`config.mk`:
```
export PLATFORM = sky130hd
export DESIGN_NAME = aes_round_ctrl
export DESIGN_NICKNAME = d
export VERILOG_FILES = /design/src/rtl/aes_round_ctrl_pkg.sv /design/src/rtl/aes_round_ctrl.sv
export SDC_FILE = /design/constraint.sdc
export NUM_CORES = 1
export LEC_CHECK = 0
export ABC_AREA = 1
export CELL_PAD_IN_SITES_DETAIL_PLACEMENT = 0
export CELL_PAD_IN_SITES_GLOBAL_PLACEMENT = 1
export CORE_ASPECT_RATIO = 1.4
export CORE_UTILIZATION = 30
export DETAILED_ROUTE_END_ITERATION = 8
export GPL_ROUTABILITY_DRIVEN = 0
export PLACE_DENSITY_LB_ADDON = 0.1
export SYNTH_ARGS = -nofsm -noshare
export SYNTH_HDL_FRONTEND = slang
export SYNTH_SLANG_ARGS = --single-unit
```
`constraint.sdc`:
```
create_clock -name clk -period 1.3 [get_ports clk]
set_clock_uncertainty 0.05 [all_clocks]
set_input_delay 0.195 -clock clk [delete_from_list [all_inputs] [get_ports clk]]
set_output_delay 0.195 -clock clk [all_outputs]
set_load 0.02 [all_outputs]
```
`src/rtl/aes_round_ctrl_pkg.sv`:
```
// aes_round_ctrl_pkg: state/key-length types and round-count helpers for the AES round sequencer
package aes_round_ctrl_pkg;
  typedef enum logic [2:0] {S_IDLE, S_KEYEXP, S_KEY_OK, S_ROUND, S_DONE} aes_round_state_t;
  typedef enum logic [1:0] {KEY_128 = 2'b00, KEY_192 = 2'b01, KEY_256 = 2'b10, KEY_RSVD = 2'b11} aes_key_len_t;
  localparam logic [3:0] NR_128 = 4'd10;
  localparam logic [3:0] NR_192 = 4'd12;
  localparam logic [3:0] NR_256 = 4'd14;
  // The reserved encoding falls back to AES-128.
  function automatic logic [3:0] key_len_to_nr(input aes_key_len_t len);
    return len == KEY_192 ? NR_192 : len == KEY_256 ? NR_256 : NR_128;
  endfunction
endpackage

```
`src/rtl/aes_round_ctrl.sv`:
```
// aes_round_ctrl: sequences key expansion and per-block AES rounds, driving datapath enables
module aes_round_ctrl
  import aes_round_ctrl_pkg::*;
#(
  parameter int NR_MAX = 14,
  parameter int CNT_W  = 16
) (
  input  logic                           clk,
  input  logic                           reset_n,
  input  logic                           clear,
  input  logic                           enable_i,
  input  logic [1:0]                     key_len_i,
  input  logic                           key_valid_i,
  output logic                           key_ready_o,
  input  logic                           in_valid_i,
  output logic                           in_ready_o,
  output logic                           out_valid_o,
  input  logic                           out_ready_i,
  output logic [$clog2(NR_MAX+1)-1:0]    round_o,
  output logic                           keyexp_en_o,
  output logic                           load_state_o,
  output logic                           state_en_o,
  output logic                           final_round_o,
  output logic                           busy_o,
  output logic [CNT_W-1:0]               block_cnt_o
);
  localparam int RW = $clog2(NR_MAX + 1);
  aes_round_state_t state, state_nxt;
  logic [RW-1:0] nr, round_nxt;
  logic key_hs, blk_hs, done_hs, last;
  assign key_hs  = key_valid_i & key_ready_o;
  assign blk_hs  = in_valid_i & in_ready_o;
  assign done_hs = enable_i & (state == S_DONE) & out_ready_i;
  assign last    = round_o == nr;
  always_ff @(posedge clk or negedge reset_n)
    if (!reset_n) begin
      state       <= S_IDLE;
      round_o     <= '0;
      nr          <= RW'(NR_128);
      block_cnt_o <= '0;
    end else if (clear) begin
      state       <= S_IDLE;
      round_o     <= '0;
      nr          <= RW'(NR_128);
      block_cnt_o <= '0;
    end else begin
      state   <= state_nxt;
      round_o <= round_nxt;
      if (key_hs) nr <= RW'(key_len_to_nr(aes_key_len_t'(key_len_i)));
      if (done_hs) block_cnt_o <= block_cnt_o + 1'b1;
    end
  always_comb begin
    state_nxt = state;
    round_nxt = round_o;
    if (enable_i) begin
      case (state)
        S_IDLE:   state_nxt = key_hs ? S_KEYEXP : S_IDLE;
        S_KEYEXP: state_nxt = last ? S_KEY_OK : S_KEYEXP;
        S_KEY_OK: state_nxt = key_hs ? S_KEYEXP : blk_hs ? S_ROUND : S_KEY_OK;
        S_ROUND:  state_nxt = last ? S_DONE : S_ROUND;
        S_DONE:   state_nxt = !out_ready_i ? S_DONE : blk_hs ? S_ROUND : S_KEY_OK;
        default:  state_nxt = S_IDLE;
      endcase
      round_nxt = (key_hs | blk_hs) ? RW'(1) : (busy_o & !last) ? round_o + 1'b1 : '0;
    end
  end
  // Strobes are gated by enable; out_valid, busy and final_round reflect frozen state.
  always_comb begin
    key_ready_o   = enable_i & ((state == S_IDLE) | (state == S_KEY_OK));
    in_ready_o    = enable_i & (state == S_KEY_OK ? !key_valid_i : state == S_DONE ? out_ready_i : 1'b0);
    load_state_o  = in_valid_i & in_ready_o;
    state_en_o    = load_state_o | (enable_i & (state == S_ROUND));
    keyexp_en_o   = enable_i & (state == S_KEYEXP);
    busy_o        = (state == S_KEYEXP) | (state == S_ROUND);
    final_round_o = (state == S_ROUND) & last;
    out_valid_o   = state == S_DONE;
  end
endmodule

```
==> metrics.md <==
| Metric | Value |
|---|---|
| PortBufs | `36` |
| GRT overflow | `0` |
| # IOs | `37` |
| Worst setup margin | `-0.346 ns` |
| Core footprint | `4840 um^2` |
| Final #Nets | `321` |
| Crit path top cell by count | `nor2_4` |
| Synth Area in Simple Gates | `35.2%` |
| Clock tree buffer depth | `2` |
| Final hold slack | `0.243 ns` |
| Worst setup SP type | `flip-flop` |
| Max Fclk | `607 MHz` |
| Unique cell type count in the Yosys netlist | `30` |
| Max cap viols | `0` |
| RSZ-0062 raised after global routing | `yes` |
| CP endpoint kind | `flip-flop` |
| Status | `finished, violations left` |
| # H-tree levels | `1` |
| Min cycle time layout | `1.65 ns` |
| Largest family of logic cells by synthesized area | `simple AND/OR/NAND/NOR gates` |
| Layout area overhead | `86.0%` |
| Post-synth EDFFs | `0` |
| Predominant post-synthesis flop cell | `dfrtp_1` |
| PwrDens | `548 nW/um^2` |
| DR iter-0 viols | `95` |
| Clock Root Buffer | `clkbuf_8` |
| All-Layer GR Usage | `19.4%` |
| Most frequent cells after synthesis | `nand2_1 (41), nor2_1 (26), dfrtp_1 (24), inv_1 (24), nand3_1 (17)` |
| Failing checks | `negative setup slack` |
| DRC | `0` |
| Final slew viol count | `0` |
| Starting Density | `31.2%` |
| XOR/XNOR Fraction of Synth Area | `1.74%` |
| Vias in the first global route | `1,739` |
| DR WL/cell | `12.8 um` |
| Peak VDD IR | `0.000259 V` |
| Top cell type's share of synthesized area | `39.7%` |
| Routed Antenna Nets | `0` |
| Final setup vio count | `33` |
| CP Class | `flip-flop to flip-flop` |
| Tcrit/Tclk final | `127%` |
| Seq cells post-synth | `25` |
| Worst EP required | `1.43 ns` |
| Netlist Area Pre-Place | `1510 um^2` |
| Multi-input gate area | `1050 um^2` |
| Seq. cell area | `641 um^2` |
| Crit-path slowest cell | `dfrtp_2` |
| Vias | `1,756` |
| CTS sink cnt | `25` |
| Slew @ Worst Pin | `0.491 ns` |
| Worst min path class | `primary input to asynchronous set/reset pin` |
| Ys async rst share | `100%` |
| DIE AREA | `5330 um^2` |
| Top post-synthesis cells by area | `dfrtp_1 (40%), nand2_1 (10%), nor2_1 (6.5%), inv_1 (6.0%), nand3_1 (5.6%)` |
| Clk_lat worst skew | `0.27 ns` |
| Row cnt | `30` |
| Final Hold Viols | `0` |
| Mux cell area share after synthesis | `0%` |
| Top-count cell post-synth | `nand2_1` |
| Static Leakage | `1.34 nW` |
| WP data arrival | `1.77 ns` |
| DIE WIDTH | `62.0 um` |
| Synth warn | `0` |
| # fillers | `459` |
| First drt pass iteration count | `4` |
| Post-synth top area cell | `dfrtp_1` |
| Initial antenna violation count | `0` |
| Avg Vias per Cell | `4.72` |
| Buf/Inv on CP | `3` |
| Crit-path max FO | `6` |
| CP cell instances | `nor2_4, nand3_4, buf_6, nor2_4, buf_6, inv_6, nor2_4, nand3_2, o21ai_2, nor2_1` |
| Synth Net Count | `212` |
| Clock-pin slew on the worst setup and hold paths | `0.09 ns` |
| Pin count of the biggest net entering global routing | `26` |
| Total CTS buffers | `3` |
| Dpl cells | `358` |
| Synth Area in Compound Gates | `11.7%` |
| Cells after Synth | `200` |
| Post-synthesis sequential area ratio | `41.4%` |
| Antenna cell count | `0` |
| Hold-fix buffers, CTS | `0` |
| Max-slew headroom | `67.2%` |
| CTS tree | `built` |
| Crit path max-delay family | `simple AND/OR/NAND/NOR gates` |
| Syn_area_per_cell | `7.56 um^2` |
| First-pass GRT wire length | `7.71 mm` |
| Final WL | `4.78 mm` |
| Adder-cell share of the synthesized area | `2.48%` |
| DIE HEIGHT | `86.0 um` |
| Non-filler cells, final | `372` |
| Share of cells above drive strength 1 | `55.5%` |
| Slowest stage delay, CP | `0.46 ns` |
| HPWL Detailed | `3.42 mm` |
through the flow:
| step | setup TNS [ns] | area, um^2 | setup slack (ns) | utilization (%) | power, mW |
|---|---|---|---|---|---|
| 2_1_floorplan | -1.06 | 1590 | -0.181 | - | 0.888 |
| 3_3_place_gp | -16.19 | 2480 | -0.626 | 51.3 | 1.03 |
| 3_5_place_dp | -16.39 | 2480 | -0.655 | 51.3 | 1.03 |
| 4_1_cts | -7.54 | 2720 | -0.341 | 56.1 | 1.56 |
| 5_1_grt | -10.49 | 2810 | -0.454 | 58.1 | 1.61 |
| 6_report | -8.06 | 2810 | -0.346 | 58.1 | 1.54 |
path summary, 6_finish.rpt:
path	startpoint	end	slack (ns)	cells past startpoint
max	state[1]	block_cnt_o[12]	-0.35	10
min	reset_n	round_o[2]	0.24	2
min in group clk	key_len_i[1]	nr[1]	0.51	4
max in group asynchronous	reset_n	nr[1]	0.73	2
max reg2reg	state[1]	block_cnt_o[12]	-0.35	10
min reg2reg	block_cnt_o[13]	block_cnt_o[13]	0.52	2
routing by layer:
metal / vias up / wire length (um) / GRT usage (%)
met3: 10 / 132 / 1.96
met4: 0 / 121 / 7.68
met1: 825 / 1930 / 21.5
li1: 877 / - / -
met5: - / 0 / 0
met2: 44 / 2590 / 35.9
flip-flops by register name (all words and copies together) (netlist names):
name	count
block_cnt_o	16
round_o	4
state	3
nr	2
power breakdown:
group	switching [mW]	internal, mW
registers	0.00837	0.787
clock network	0.262	0.215
logic	0.140	0.130
total	0.410	1.13
kinds of logic after synthesis:
family / Yosys count
compound gates: 33
xor+xnor: 3
fa+ha+maj: 3
buf+inv: 28
flops: 25
simple gates: 108
what timing repair did:
action                                  4_1_cts  5_1_grt
hold endpoints to repair                      0        0
setup buffers                                 5        5
pin swaps                                    10        8
endpoints found under the setup margin       53       40
gates resized for setup                     161       28
cells in the final DEF, fill, tap and decap left out, types with 3 or more instances in the layout:
cell type,Yosys,final
inv_1,24,16
clkdlybuf4s50_1,0,8
inv_2,1,8
nor2_1,26,18
nand3_4,1,4
dfrtp_1,24,13
a21oi_2,0,4
o21ai_2,0,3
buf_6,1,20
buf_4,0,57
clkdlybuf4s15_1,0,4
dfrtp_2,0,11
nor3_1,9,5
nor3_4,2,4
o21ai_0,13,3
nand2_1,41,32
clkbuf_8,0,3
nor2_4,2,11
nand2_2,0,7
nand3_1,17,10
nand2_4,1,3
o21ai_1,3,9
nand3_2,1,5
buf_2,0,11
a21oi_1,12,7
cell type report:
| type | count | share of cell area (%) |
|---|---|---|
| flip-flops and latches | 25 | 22.8 |
| clock inverters | 1 | 0.178 |
| well taps | 64 | 2.85 |
| multi-input cells | 147 | 37.2 |
| repair buffers | 107 | 32.1 |
| clock buffers | 3 | 1.47 |
| inverters | 25 | 3.51 |
(Power assumes the default switching activity.)
